### src/rtl/data_ram_pkg.sv
// data_ram_pkg: shared types and helpers for the data_ram block.
//   - state_t / SWEEP / READY : FSM encoding of the clear engine.
//   - DEF_DATA_W / DEF_ADDR_W : default geometry (8-bit words, 256 entries).
//   - NBYTES                  : byte lanes of a default-width word.
//   - clog2()                 : ceiling log2 for sizing the sweep pointer.
package data_ram_pkg;

    localparam int DEF_DATA_W = 8;
    localparam int DEF_ADDR_W = 8;
    localparam int NBYTES     = DEF_DATA_W / 8;

    typedef logic [0:0] state_t;
    localparam state_t SWEEP = 1'b0;  // zeroing the array, not accepting requests
    localparam state_t READY = 1'b1;  // serving requests

    // Number of bits needed to index 'value' distinct items (0 for value <= 1).
    function automatic int clog2(input int value);
        int r;
        r = 0;
        for (int i = 0; i < 31; i++) begin
            if ((1 << i) < value) begin
                r = i + 1;
            end
        end
        return r;
    endfunction

endpackage

### src/rtl/data_ram_if.sv
// data_ram_if: request/response bundle between the memory stage and data_ram.
//   master (processor side) drives : req, we, addr, wdata, be, clr
//   slave  (data_ram)       drives : ready, rvalid, rdata, err
//
// Handshake: a request transfers on a rising edge where req & ready & ~clr.
// ready is a registered FSM output and never depends on req or clr in the
// same cycle. rvalid and err are single-cycle strobes answering the request
// accepted on the previous edge; there is no back-pressure on the response.
interface data_ram_if
    import data_ram_pkg::*;
#(
    parameter int DATA_W = DEF_DATA_W,
    parameter int ADDR_W = DEF_ADDR_W
);
    logic                  req;
    logic                  we;
    logic [ADDR_W-1:0]     addr;
    logic [DATA_W-1:0]     wdata;
    logic [DATA_W/8-1:0]   be;
    logic                  clr;
    logic                  ready;
    logic                  rvalid;
    logic [DATA_W-1:0]     rdata;
    logic                  err;

    modport master (
        output req, we, addr, wdata, be, clr,
        input  ready, rvalid, rdata, err
    );

    modport slave (
        input  req, we, addr, wdata, be, clr,
        output ready, rvalid, rdata, err
    );
endinterface

### src/rtl/data_ram_ram_array.sv
// ram_array: DEPTH x DATA_W single-port storage.
//   clk_i    : clock
//   rst_i    : synchronous reset of the read register only (array not reset)
//   addr_i   : word address shared by the write and read port
//   we_i     : write strobe; be_i selects which byte lanes are written
//   wdata_i  : write data
//   re_i     : load the read register this edge
//   rzero_i  : with re_i, load zero instead of mem[addr_i] (out-of-range read)
//   rdata_o  : registered read data, held until the next re_i or reset
module ram_array #(
    parameter int DATA_W = 8,
    parameter int ADDR_W = 8,
    parameter int DEPTH  = 256
) (
    input  logic                clk_i,
    input  logic                rst_i,
    input  logic [ADDR_W-1:0]   addr_i,
    input  logic                we_i,
    input  logic [DATA_W/8-1:0] be_i,
    input  logic [DATA_W-1:0]   wdata_i,
    input  logic                re_i,
    input  logic                rzero_i,
    output logic [DATA_W-1:0]   rdata_o
);
    localparam int LANES = DATA_W / 8;

    logic [DATA_W-1:0] mem [DEPTH];
    logic [DATA_W-1:0] rdata_q;

    always_ff @(posedge clk_i) begin
        if (we_i) begin
            for (int i = 0; i < LANES; i++) begin
                if (be_i[i]) begin
                    mem[addr_i][8*i +: 8] <= wdata_i[8*i +: 8];
                end
            end
        end
    end

    always_ff @(posedge clk_i) begin
        if (rst_i) begin
            rdata_q <= '0;
        end else if (re_i) begin
            rdata_q <= rzero_i ? '0 : mem[addr_i];
        end
    end

    assign rdata_o = rdata_q;
endmodule

### src/rtl/data_ram.sv
// data_ram: parametrised single-port data memory with byte-lane writes,
// registered read, request/ready handshake and a hardware clear engine that
// zeroes one word per cycle after reset or a clr request.
//   clk     : clock, rising edge
//   rst     : synchronous active-high reset
//   bus     : data_ram_if slave (req/we/addr/wdata/be/clr in, ready/rvalid/rdata/err out)
//   state_o : current FSM state (SWEEP/READY)
//   ptr_o   : current sweep pointer (0 while READY)
module data_ram
    import data_ram_pkg::*;
#(
    parameter int DATA_W = DEF_DATA_W,
    parameter int ADDR_W = DEF_ADDR_W,
    parameter int DEPTH  = 2 ** ADDR_W
) (
    input  logic              clk,
    input  logic              rst,
    data_ram_if.slave         bus,
    output state_t            state_o,
    output logic [ADDR_W-1:0] ptr_o
);
    localparam int LANES = DATA_W / 8;
    localparam int PTR_W = (DEPTH > 1) ? clog2(DEPTH) : 1;
    // One extra bit so DEPTH == 2**ADDR_W is representable.
    localparam logic [ADDR_W:0]  DEPTH_L  = (ADDR_W + 1)'(DEPTH);
    localparam logic [PTR_W-1:0] LAST_PTR = PTR_W'(DEPTH - 1);

    state_t            state_q, state_d;
    logic [PTR_W-1:0]  ptr_q, ptr_d;
    logic              rvalid_q, err_q;

    logic              in_range;
    logic              accept;
    logic              rd_acc;

    logic              arr_we;
    logic [ADDR_W-1:0] arr_addr;
    logic [LANES-1:0]  arr_be;
    logic [DATA_W-1:0] arr_wdata;
    logic [DATA_W-1:0] arr_rdata;

    assign in_range = {1'b0, bus.addr} < DEPTH_L;
    // clr wins over a same-cycle request, which is simply dropped.
    assign accept   = bus.req & (state_q == READY) & ~bus.clr & ~rst;
    assign rd_acc   = accept & ~bus.we;

    always_comb begin
        state_d = state_q;
        ptr_d   = ptr_q;
        case (state_q)
            SWEEP: begin
                if (ptr_q == LAST_PTR) begin
                    state_d = READY;
                    ptr_d   = '0;
                end else begin
                    ptr_d = ptr_q + 1'b1;
                end
            end
            READY: begin
                if (bus.clr) begin
                    state_d = SWEEP;
                    ptr_d   = '0;
                end
            end
            default: begin
                state_d = SWEEP;
                ptr_d   = '0;
            end
        endcase
    end

    always_ff @(posedge clk) begin
        if (rst) begin
            state_q  <= SWEEP;
            ptr_q    <= '0;
            rvalid_q <= 1'b0;
            err_q    <= 1'b0;
        end else begin
            state_q  <= state_d;
            ptr_q    <= ptr_d;
            rvalid_q <= rd_acc;
            err_q    <= accept & ~in_range;
        end
    end

    // The sweep engine owns the single array port while clearing.
    always_comb begin
        if (state_q == SWEEP) begin
            arr_we    = ~rst;
            arr_addr  = ADDR_W'(ptr_q);
            arr_be    = '1;
            arr_wdata = '0;
        end else begin
            arr_we    = accept & bus.we & in_range;
            arr_addr  = bus.addr;
            arr_be    = bus.be;
            arr_wdata = bus.wdata;
        end
    end

    ram_array #(
        .DATA_W (DATA_W),
        .ADDR_W (ADDR_W),
        .DEPTH  (DEPTH)
    ) u_array (
        .clk_i   (clk),
        .rst_i   (rst),
        .addr_i  (arr_addr),
        .we_i    (arr_we),
        .be_i    (arr_be),
        .wdata_i (arr_wdata),
        .re_i    (rd_acc),
        .rzero_i (~in_range),
        .rdata_o (arr_rdata)
    );

    assign bus.ready  = (state_q == READY);
    assign bus.rvalid = rvalid_q;
    assign bus.err    = err_q;
    assign bus.rdata  = arr_rdata;
    assign state_o    = state_q;
    assign ptr_o      = ADDR_W'(ptr_q);
endmodule

### src/flat_wrapper.sv
// flat-port wrapper written by rule: the top's interface ports become plain ports
module data_ram_flat import data_ram_pkg::*;
#(
    parameter int DATA_W = DEF_DATA_W,
    parameter int ADDR_W = DEF_ADDR_W,
    parameter int DEPTH  = 2 ** ADDR_W
)
  (clk, rst, state_o, ptr_o, bus_req, bus_we, bus_addr, bus_wdata, bus_be, bus_clr, bus_ready, bus_rvalid, bus_rdata, bus_err);
  data_ram_if #(.DATA_W(DATA_W), .ADDR_W(ADDR_W)) bus_i ();
  input  logic clk;
  input  logic rst;
  output state_t state_o;
  output logic [ADDR_W-1:0] ptr_o;
  input wire logic [$bits(bus_i.req)-1:0] bus_req;
  input wire logic [$bits(bus_i.we)-1:0] bus_we;
  input wire logic [$bits(bus_i.addr)-1:0] bus_addr;
  input wire logic [$bits(bus_i.wdata)-1:0] bus_wdata;
  input wire logic [$bits(bus_i.be)-1:0] bus_be;
  input wire logic [$bits(bus_i.clr)-1:0] bus_clr;
  output wire logic [$bits(bus_i.ready)-1:0] bus_ready;
  output wire logic [$bits(bus_i.rvalid)-1:0] bus_rvalid;
  output wire logic [$bits(bus_i.rdata)-1:0] bus_rdata;
  output wire logic [$bits(bus_i.err)-1:0] bus_err;
  assign bus_i.req = bus_req;
  assign bus_i.we = bus_we;
  assign bus_i.addr = bus_addr;
  assign bus_i.wdata = bus_wdata;
  assign bus_i.be = bus_be;
  assign bus_i.clr = bus_clr;
  assign bus_ready = bus_i.ready;
  assign bus_rvalid = bus_i.rvalid;
  assign bus_rdata = bus_i.rdata;
  assign bus_err = bus_i.err;
  data_ram #(.DATA_W(DATA_W), .ADDR_W(ADDR_W), .DEPTH(DEPTH)) u_core (.clk(clk), .rst(rst), .bus(bus_i), .state_o(state_o), .ptr_o(ptr_o));
endmodule
### config.mk
export PLATFORM = sky130hd
export DESIGN_NAME = data_ram_flat
export DESIGN_NICKNAME = d
export VERILOG_FILES = /design/src/rtl/data_ram_pkg.sv /design/src/rtl/data_ram_if.sv /design/src/rtl/data_ram_ram_array.sv /design/src/rtl/data_ram.sv /design/src/flat_wrapper.sv
export SDC_FILE = /design/constraint.sdc
export NUM_CORES = 2
export LEC_CHECK = 0
export CORE_UTILIZATION = 30
export DETAILED_ROUTE_END_ITERATION = 8
export HOLD_SLACK_MARGIN = 0.05
export PLACE_DENSITY_LB_ADDON = 0.08
export SLEW_MARGIN = 20
export SYNTH_ARGS = -nofsm -noshare
export SYNTH_HDL_FRONTEND = slang
export SYNTH_SLANG_ARGS = --single-unit
### constraint.sdc
create_clock -name clk -period 13 [get_ports clk]
set_input_delay 3.25 -clock clk [delete_from_list [all_inputs] [get_ports clk]]
set_output_delay 3.25 -clock clk [all_outputs]
set_load 0.1 [all_outputs]
==> out/results.ini <==
[run_status]
status=complete, no violations

[logic_synthesis]
synthTopCellsByArea=edfxtp_1 76%, mux4_2 11%, nand2_1 2.5%, nor2_1 1.5%, nand3_1 1.4%
ys_seq_elements=2066
synthDominantCellAreaShare=0.764
yosys.area.top_type=edfxtp_1
yosysMostFrequentCell=edfxtp_1
synth-edff-count=2048
synth_cells=4389
postSynthAreaPerCell_um2=18.3
synth.distinct_cells=63
synthFlopType=edfxtp_1
yosys-top-cells-count=2048 x edfxtp_1, 543 x nand2_1, 386 x mux4_2
syn_area_um2=80500
synthesis.nets=4412
synthArstFlopShare=0
ys_seq_area_frac=0.769
yosys_warnings=0

[global_routing]
grt_max_degree=154
overflow=0
grt_pass1_wl_um=399000
antenna_found_initial=23
grt_usage=0.216
grt_pass1_vias=43838

[setup_path]
worst-endpoint-arrival_ns=8.36
cpPeakStageDelay_ns=0.81
startpoint_type=input port
reg2reg_depth=9
r2r_start=u_core.bus.ready
slowest_stage=nor4_1
crit_chain=clkdlybuf4s50_1 -> mux2_8 -> buf_12 -> buf_4 -> mux4_2 -> a22oi_1 -> o22ai_1 -> nor4_1 -> nor2_1 -> a311o_1
critical_path_cell_count=10
rrSetupSlack_ns=7.39
crit_start=bus_addr[0]
criticalPathCategory=in2reg
worstSetupEndpoint=u_core.u_array.rdata_o[7]
required_ns=13.77
reg2reg_to=u_core.u_array.rdata_o[3]
crit_fanout=66
crit_family=buffers and inverters
cp-end-kind=flop
worst-path-buf-inv=3

[clocking]
hold_buffers=0
cts_max_level=4
cts-root-buf=clkbuf_16
cts_made_buffers=227
cts_tree=yes
path_clk_slew_ns=0.06
clock_path_buffers=3
cts_resized=0
clock-sinks=2066
clk_latency_ns=0.88
cts_setup_buffers=0

[detailed_routing]
drt_iter0_markers=4911
antenna_left=0
via_per_inst=5.31
first_pass_iters=5
drc_errors=0
vias=43902
routed_wl_um=294000
routedWlPerCell_um=35.6

[flow_run]
cap_violations=0

[pwr]
powerDensity_nw_per_um2=153
ir_worst_vdd_mv=0.140
power_mw=14.2
leakagePower_nw=30.0

[timing]
max_slew.worst_pin.slew_ns=1.28
min_period_over_period=0.584
setup_viol=0
finalCriticalPeriod_ns=7.59
rsz0062_at_grt=false
finalHoldViolations=0
max_freq_mhz=132
slew_violations=0
finalClockSkew_ns=0.0502
tns_ns=0
max-slew-margin-rel=0.136

[place]
hpwl_um=185000
place_congestion=0.884
port_buffers=40
placed_area_um2=85600

[floorplanning]
rows=189
dieWidth_um=520
dieArea_um2=270000
coreArea_um2=266000
die_y_um=520
initial_utilization=0.302
io_pins=42

[layout]
area_growth_pct=15.3
drive_above_1_share=0.192
final_area_um2=92800
fin_nets=4546
final_core_util=0.349

[worst_hold_path]
hold_class=reg2reg

## stage by stage
| stage | hold slack, ns | cells | setup WS [ns] |
|---|---|---|---|
| floorplan | 0.740 | 4389 | 5.66 |
| global placement | 0.663 | 7819 | 4.44 |
| detailed placement | 0.655 | 7827 | 4.57 |
| CTS | 0.664 | 8254 | 5.52 |
| global route | 0.667 | 8256 | 5.32 |
| finish | 0.645 | 8261 | 5.41 |
## how the worst min path moves through the flow
stage / endpoint / startpoint / cells after the start
finish: u_core.u_array.rdata_o[5] / u_core.u_array.rdata_o[5] / 2
global route: u_core.u_array.rdata_o[6] / u_core.u_array.rdata_o[6] / 2
CTS: u_core.u_array.rdata_o[5] / u_core.u_array.rdata_o[5] / 2
detailed placement: u_core.u_array.rdata_o[5] / u_core.u_array.rdata_o[5] / 2
global placement: u_core.ptr_o[3] / u_core.ptr_o[3] / 2
floorplan: u_core.u_array.rdata_o[6] / u_core.u_array.mem[154][6] / 6
## worst reg2reg max path, delay by kind of cell, from the launching register on
| family | cells | cell delay, ns |
|---|---|---|
| compound gates | 4 | 1.94 |
| buf+inv | 2 | 1.27 |
| mux | 2 | 1.19 |
| simple gates | 1 | 0.61 |
| flops | 1 | 0.45 |
## logic make-up (layout without fill, tap and decap cells)
logic type                 count (synthesis)  count (layout)  share of synthesized area
and+or+nand+nor                         1276            1276                     0.0687
other                                      1               8                  0.0000466
adders and majority gates                  1               1                   0.000155
buffers and inverters                    272             604                     0.0174
DFF                                     2066            2066                      0.769
muxes                                    458             458                      0.117
AOI/OAI and AO/OA                        315             315                     0.0278
## report_power, final
part,total (mW),internal (mW),switching [mW]
clock network,6.26,3.51,2.75
registers,7.22,7.21,0.00422
logic,0.728,0.245,0.482
## registers in the layout, summed over array words and instances, names as in the netlist
signal / flops
u_core.bus.rvalid: 1
u_core.bus.ready: 1
u_core.u_array.rdata_o: 8
u_core.u_array.mem: 2048
u_core.ptr_o: 8
## routing by layer
metal / routed length (um) / GRT usage / vias up / part of all wire
met2: 134000 / 0.334 / 1548 / 0.46
met5: 27 / 0 / - / 0.000092
li1: - / - / 17952 / -
met4: 9900 / 0.0685 / 4 / 0.034
met1: 133000 / 0.310 / 24013 / 0.45
met3: 17800 / 0.0368 / 385 / 0.060
## layout by cell type, fill, tap and decap left out, drive strengths merged, types with 29 or more instances in the layout
cell / count
edfxtp: 2048
nand2: 543
mux4: 386
nor2: 330
clkbuf: 288
nand3: 228
buf: 130
clkinv: 117
nand4: 96
a22oi: 69
mux2i: 67
a21oi: 59
a31oi: 48
clkdlybuf4s50: 40
a32oi: 29
## final cells by class
| class | instances | area, um^2 |
|---|---|---|
| repair buffers | 170 | 1640 |
| multi-input cells | 2051 | 17700 |
| flip-flops and latches | 2066 | 61900 |
| fillers | 25072 | 173000 |
| well taps | 3533 | 4420 |
| clock inverters | 139 | 1130 |
| diodes | 7 | 17.5 |
| clock buffers | 288 | 5990 |
| inverters | 7 | 26.3 |
Power figures use the tool's default switching activity.
